`src/rtl/mem_s_responder_if.sv`:
```
// Request/response handshake bundle for mem_s_responder.
// The request word is packed as {wr, data[7:0], addr[7:0]}.
interface mem_s_responder_if;
    logic        req_valid;
    logic        req_ready;
    logic [16:0] req_word;
    logic        rsp_valid;
    logic        rsp_ready;
    logic [7:0]  rsp_data;
    logic        rsp_err;

    modport master (
        output req_valid, req_word, rsp_ready,
        input  req_ready, rsp_valid, rsp_data, rsp_err
    );

    modport slave (
        input  req_valid, req_word, rsp_ready,
        output req_ready, rsp_valid, rsp_data, rsp_err
    );
endinterface

```
`src/rtl/mem_s_responder.sv`:
```
// Executes packed mem_s requests against a DEPTH x 8 register array, one response per request.
// Defining MEM_S_STATS_EN adds saturating wr_count/rd_count/err_count outputs.
//
// state   | meaning
// S_EMPTY | no response held; a request is accepted whenever one is offered
// S_FULL  | response held in rsp_data/rsp_err; it is replaced only on the edge it is taken
module mem_s_responder #(
    parameter int DEPTH = 8
) (
    input  logic               clk,
    input  logic               rst,
    mem_s_responder_if.slave   bus
`ifdef MEM_S_STATS_EN
    ,
    output logic [15:0]        wr_count,
    output logic [15:0]        rd_count,
    output logic [15:0]        err_count
`endif
);

    localparam int AW = (DEPTH > 1) ? $clog2(DEPTH) : 1;

    typedef enum logic {
        S_EMPTY,
        S_FULL
    } state_t;

    state_t          state;
    state_t          state_nxt;
    logic            req_ready;
    logic            accept;
    logic            wr;
    logic [7:0]      wdata;
    logic [7:0]      addr;
    logic            in_range;
    logic [AW-1:0]   idx;
    logic [7:0]      mem [DEPTH];
    logic [7:0]      rsp_data;
    logic            rsp_err;

    assign wr       = bus.req_word[16];
    assign wdata    = bus.req_word[15:8];
    assign addr     = bus.req_word[7:0];
    assign in_range = ({1'b0, addr} < 9'(DEPTH));
    assign idx      = addr[AW-1:0];

    always_ff @(posedge clk or posedge rst) begin
        if (rst) begin
            state <= S_EMPTY;
        end else begin
            state <= state_nxt;
        end
    end

    // The slot can be refilled on the same edge its current response is taken.
    always_comb begin
        state_nxt = state;
        req_ready = 1'b1;
        case (state)
            S_EMPTY: begin
                req_ready = 1'b1;
                if (bus.req_valid) begin
                    state_nxt = S_FULL;
                end
            end
            S_FULL: begin
                req_ready = bus.rsp_ready;
                if (bus.rsp_ready && !bus.req_valid) begin
                    state_nxt = S_EMPTY;
                end
            end
            default: begin
                state_nxt = S_EMPTY;
            end
        endcase
        accept = bus.req_valid && req_ready;
    end

    always_ff @(posedge clk or posedge rst) begin
        if (rst) begin
            for (int i = 0; i < DEPTH; i++) begin
                mem[i] <= 8'h00;
            end
        end else if (accept && wr && in_range) begin
            mem[idx] <= wdata;
        end
    end

    // Reads return the array contents from before the edge; writes and errors return zero.
    always_ff @(posedge clk or posedge rst) begin
        if (rst) begin
            rsp_data <= 8'h00;
            rsp_err  <= 1'b0;
        end else if (accept) begin
            rsp_err  <= !in_range;
            rsp_data <= (in_range && !wr) ? mem[idx] : 8'h00;
        end
    end

    assign bus.req_ready = req_ready;
    assign bus.rsp_valid = (state == S_FULL);
    assign bus.rsp_data  = rsp_data;
    assign bus.rsp_err   = rsp_err;

`ifdef MEM_S_STATS_EN
    always_ff @(posedge clk or posedge rst) begin
        if (rst) begin
            wr_count  <= 16'h0000;
            rd_count  <= 16'h0000;
            err_count <= 16'h0000;
        end else if (accept) begin
            if (!in_range) begin
                if (err_count != 16'hFFFF) err_count <= err_count + 16'h0001;
            end else if (wr) begin
                if (wr_count != 16'hFFFF) wr_count <= wr_count + 16'h0001;
            end else begin
                if (rd_count != 16'hFFFF) rd_count <= rd_count + 16'h0001;
            end
        end
    end
`endif

endmodule

```
`src/flat_wrapper.sv`:
```
// flat-port wrapper written by rule: the top's interface ports become plain ports
module mem_s_responder_flat 
#(
    parameter int DEPTH = 8
)
  (clk, rst, bus_req_valid, bus_req_word, bus_rsp_ready, bus_req_ready, bus_rsp_valid, bus_rsp_data, bus_rsp_err);
  mem_s_responder_if bus_i ();
  input  logic clk;
  input  logic rst;
  input wire logic [$bits(bus_i.req_valid)-1:0] bus_req_valid;
  input wire logic [$bits(bus_i.req_word)-1:0] bus_req_word;
  input wire logic [$bits(bus_i.rsp_ready)-1:0] bus_rsp_ready;
  output wire logic [$bits(bus_i.req_ready)-1:0] bus_req_ready;
  output wire logic [$bits(bus_i.rsp_valid)-1:0] bus_rsp_valid;
  output wire logic [$bits(bus_i.rsp_data)-1:0] bus_rsp_data;
  output wire logic [$bits(bus_i.rsp_err)-1:0] bus_rsp_err;
  assign bus_i.req_valid = bus_req_valid;
  assign bus_i.req_word = bus_req_word;
  assign bus_i.rsp_ready = bus_rsp_ready;
  assign bus_req_ready = bus_i.req_ready;
  assign bus_rsp_valid = bus_i.rsp_valid;
  assign bus_rsp_data = bus_i.rsp_data;
  assign bus_rsp_err = bus_i.rsp_err;
  mem_s_responder #(.DEPTH(DEPTH)) u_core (.clk(clk), .rst(rst), .bus(bus_i));
endmodule
```
`config.mk`:
```
export PLATFORM = sky130hd
export DESIGN_NAME = mem_s_responder_flat
export DESIGN_NICKNAME = d
export VERILOG_FILES = /design/src/rtl/mem_s_responder_if.sv /design/src/rtl/mem_s_responder.sv /design/src/flat_wrapper.sv
export SDC_FILE = /design/constraint.sdc
export NUM_CORES = 1
export LEC_CHECK = 0
export ABC_CLOCK_PERIOD_IN_PS = 2400
export BUFFER_PORTS_ARGS = -buffer_cell sky130_fd_sc_hd__buf_2
export CORE_UTILIZATION = 45
export DETAILED_ROUTE_END_ITERATION = 12
export PLACE_DENSITY = 0.68
export SLEW_MARGIN = 5
export SYNTH_ARGS = -nofsm -noshare
export SYNTH_HDL_FRONTEND = slang
export SYNTH_SLANG_ARGS = --single-unit
```
`constraint.sdc`:
```
create_clock -name clk -period 2.4 [get_ports clk]
set_input_delay 0.12 -clock clk [delete_from_list [all_inputs] [get_ports clk]]
set_output_delay 0.12 -clock clk [all_outputs]
set_load 0.02 [all_outputs]
```
# Yosys cells after proc, flatten, opt, wreduce, memory -nomap -nowiden
# Cells that the tools add are included.
# classes
order_cmp	3
n_reduce_logical	9
n_mux	11
n_bitwise	2
# op_table
op	n
$bwmux W64	1
$mux W8	4
$bmux W8 S3	1
$demux W8 S3	1
$lt A8 B4 Y1 const B	1
$logic_and A1 B1 Y1	6
$ge A4 B4 Y1 const B	1
$lt A4 B1 Y1 const B	1
$not A3 Y4	1
$pmux W1 S2	2
$logic_not A1 Y1	3
$mux W1	2
$not A1 Y1	1
# word_totals
in_bits	21
output_inout_bits	11
register_bits	74

# Depth between registers and ports, before layout
# logic_depth
word_depth	6
depth_mapped	7
depth_no_buf	4

# Worst setup path after synthesis
# OpenSTA, ideal clock, no wires.
# synth_path
kind	register to register
start	register u_core.state, in the netlist u_core.bus.rsp_valid
end	register u_core.mem[0] (netlist name)
setup_slack_ps	575
n_path_buf	2
arrival_time_ps	1697
path_stages_with_launch	7
required_time_ps	2273
cell_sequence	dfrtp_1 > nand2b_1 > and4_1 > buf_2 > and3_1 > buf_6 > mux2_1
# synth_via
elab_chain_cells	5
# synth_rtl
element	line_no	source
from (decl)	mem_s_responder.sv:28	state_t state;
from (signal assigned)	mem_s_responder.sv:51	state <= state_nxt;
$not A1 Y1	mem_s_responder.sv:59	case (state)
$pmux W1 S2 *	mem_s_responder.sv:59	
via bus_req_ready	flat_wrapper.sv:13	output wire logic [$bits(bus_i.req_ready)-1:0] bus_req_ready;
$logic_and A1 B1 Y1 *	mem_s_responder.sv:76	accept = bus.req_valid && req_ready;
$logic_and A1 B1 Y1 * (2 in a row)	mem_s_responder.sv:84	end else if (accept && wr && in_range) begin
to (signal, indexed assignment)	mem_s_responder.sv:85	mem[idx] <= wdata;
to (decl)	mem_s_responder.sv:37	logic [7:0] mem [DEPTH];
# Mark *: on every way through the listed nets, which the timed path passes. The rest lies on a longest branch.
# A chain may end at the register's enable or synchronous reset.

# Worst setup path after layout
# layout_path
start	input bus_req_valid
end	register u_core.mem[4] (netlist name)
# layout_via
elab_chain_cells	3
# layout_rtl
element	line_no	source
from (decl)	flat_wrapper.sv:10	input wire logic [$bits(bus_i.req_valid)-1:0] bus_req_valid;
$logic_and A1 B1 Y1	mem_s_responder.sv:76	
$logic_and A1 B1 Y1 (2 in a row)	mem_s_responder.sv:84	
# Every way passes these cells.

==> impl_results.md <==
* Setup bufs post-CTS at 0
* Min-Delay Path Depth at 2
* Final Hold Fails at 0
* FMAX at 488.6 MHz
* Library cells used by synthesis at 30
* Worst skew pair latency at 0.34 ns
* Final max-slew violation count at 0
* Post-synth EDFFs at 0
* Die Area at 7809 sq um
* Filler cell count at 625
* H-tree levels at 3
* Initial antenna violation count at 0
* DP Wirelength at 4.461 mm
* Crit path time final at 2.047 ns
* Most used DFF post-synth: dfrtp_1
* Crit path capture type: flop
* Post-Syn Nets at 241
* Routed vias at 1999
* Crit path launch type: primary input
* CTS clock-pin slew for the worst setup and hold paths at 0.08 ns
* CP Data Required Time at 2.62 ns
* Layout cells sized above 1 at 49.81%
* Worst rel slew slack at 46.13%
* Power per Cell Area at 661.8 nW/um^2
* Maximum VDD drop at 0.0003152 V
* Port Buffer Count at 31
* Worst reg2reg setup slack at 0.47 ns
* Fin nets at 282
* Clk sink count at 74
* GP Congestion at 0.7572
* XOR/XNOR Fraction of Synth Area at 0%
* Global route overflow at 0
* R2R Path End: u_core.mem[4]
* Post-Synth Adder-Cell Area at 0%
* TritonCTS buffer count at 9
* Core Util, Final at 53.83%
* Crit path cell chain: dlygate4sd3_1 -> buf_2 -> nor4b_4 -> and4_1 -> and3_1 -> mux2_1
* Simple-Gate Fraction of Synth Area at 6.299%
* Slew at the pin closest to its max-slew limit at 0.8068 ns
* Antenna Violating Nets Remaining at 0
* Global-route wire length before repair at 11.23 mm
* Sequential share of the synthesized area at 55.16%
* Detailed Routing Iterations Pass 1 at 4
* Number of DRC markers in iteration 0 at 110
* Final WL at 6.750 mm
* CP Class: primary input to flop
* CTS Root Cell: clkbuf_8
* Worst Hold End: u_core.mem[2]
* Post-Syn Area per Cell at 15.26 sq um
* N_diodes at 0
* Worst Skew at 0.007096 ns
* Cts-stage hold buffer count at 2
* Hold path start: bus_req_word[10]
* Row Count at 31
* RSZ-0062 raised after global routing: false
* Gr usage total at 20.14%
* Ys async rst share at 100.0%
* Setup TNS at 0 ns
* Compound-Gate Fraction of Synth Area at 3.988%
* Arrival time at the worst endpoint at 2.27 ns
* Clock Tree Buf Depth at 2
* CTS tree: yes
* Area delta synth->final at 15.69%
* Final Setup Violations at 0
* Critical path's top delay family: simple AND/OR/NAND/NOR gates
* Part of the cycle the worst path needs at 85.28%
* Pin count of the biggest net entering global routing at 39
* Post-CTS Resized at 0
* Peak fanout along the critical path at 8
* Crit-path max cell delay at 0.52 ns
* Warnings, synthesis at 0
* Cells on worst reg2reg path at 4
* Drt drc at 0
* Final WS setup at 0.3532 ns
* Place WS at 0.4082 ns
* Number of vias per cell at 5.492
* Ports at 32
* Largest family of logic cells by synthesized area: multiplexers
* Core area at 7214 sq um
* #FFs+latches synth at 74
* Die Y at 88.37 um
* Pleak at 1.950 nW
* Number of global-route vias before repair at 2071
* Mux share of post-synthesis cell area at 32.28%
* Status: finished clean
* Reg2Reg Launch Point: u_core.bus.rsp_valid
* Tightest Hold Check Type: primary input to flop
* Mapped Area at 3357 sq um
* Max Cap Violations at 0
* Buf/Inv on CP at 2
* Worst path slowest cell: dlygate4sd3_1
* Die Span X at 88.37 um
* Synth Instances at 220
* Initial Util at 46.53%
* Wire length per cell at 18.54 um
## per-layer routing
metal	global-route usage (%)	vias to the layer above	routed length (um)
met5	0	-	0
met4	6.158	0	50
met3	5.597	8	330
met2	31.33	55	3167
met1	27.68	1033	3202
li1	-	903	-
## cell type report
| type | instances | area [sq um] | area share [%] |
|---|---|---|---|
| Clock buffer | 10 | 127.6 | 3.286 |
| Clock inverter | 5 | 103.9 | 2.674 |
| Inverter | 2 | 7.507 | 0.1933 |
| Multi-Input combinational cell | 134 | 1429 | 36.79 |
| Sequential cell | 74 | 1852 | 47.68 |
| Tap cell | 99 | 123.9 | 3.189 |
| Timing Repair Buffer | 40 | 240.2 | 6.186 |
## flip-flops by register name (all words and copies together) (netlist names)
register and flops:
u_core.bus.rsp_valid 1, u_core.bus.rsp_data 8, u_core.bus.rsp_err 1, u_core.mem 64
## per-stage QoR
stage	instance area, sq um	hold slack, ns	power [W]	cells
after floorplan	3357	0.2284	0.001406	220
after global placement	3632	0.3252	0.001468	347
after detailed placement	3632	0.3334	0.001470	347
after CTS	3884	0.07268	0.002603	364
after global routing	3884	0.09716	0.002681	364
final	3884	0.09472	0.002570	364
## cell families (layout without fill, tap and decap cells)
kind of cell,count (synthesis),after routing
buf+inv,12,57
simple gates,30,30
compound gates,17,17
mux,87,87
flops,74,74
## worst max path at each step
| stage | startpoint | slack [ns] | end | cells after the start |
|---|---|---|---|---|
| after floorplan | rst | 0.40 | u_core.bus.rsp_data[0] | 1 |
| after global placement | bus_req_word[0] | 0.40 | u_core.mem[1] | 5 |
| after detailed placement | bus_req_word[0] | 0.41 | u_core.mem[6] | 5 |
| after CTS | bus_req_valid | 0.34 | u_core.mem[4] | 6 |
| after global routing | bus_req_valid | 0.21 | u_core.mem[5] | 6 |
| final | bus_req_valid | 0.35 | u_core.mem[4] | 6 |
## worst reg2reg max path: stages (launching register included)
cell      delay, ns
dfrtp_1        0.38
nand2b_1       0.19
and4_1         0.35
and3_1         0.52
mux2_1         0.38
## cell usage in the layout (no fill, tap or decap), drive strengths merged
master       count
nand2            5
dlygate4sd3      2
and3             1
nand3            1
a221oi           2
and2             1
a21boi           1
a22o             5
a2111oi          1
a21oi            4
inv              2
nor3             3
clkbuf          10
nor4b            1
nor3b            3
nand4            1
mux2i            7
mux2            70
dfrtp           74
buf             38
a32o             3
clkinv           2
nor2             4
o22ai            1
and4             1
nand2b           3
nor2b            6
bufinv           3
mux4            10
## Yosys cell counts, drive strengths merged (2+ instances only)
| library cell | number | area, sq um |
|---|---|---|
| a22o | 5 | 43.79 |
| a21oi | 4 | 20.02 |
| nor3 | 3 | 26.28 |
| inv | 2 | 7.510 |
| nor2 | 4 | 17.52 |
| nor2b | 6 | 37.54 |
| mux4 | 10 | 225.2 |
| a221oi | 2 | 17.52 |
| a32o | 3 | 30.03 |
| dfrtp | 74 | 1852 |
| mux2i | 7 | 70.07 |
| nand2 | 5 | 26.28 |
| nand2b | 3 | 18.77 |
| mux2 | 70 | 788.3 |
| buf | 10 | 68.81 |
| nor3b | 3 | 22.52 |
## report_power, final
group	leakage, nW	switching [W]	internal (W)	total [W]
combinational	0.812	0.0000968	0.0000671	0.000164
sequential	1.02	0.0000114	0.00127	0.00128
clock	0.116	0.000440	0.000685	0.00113
No activity file was read; power rests on OpenSTA's default activity.
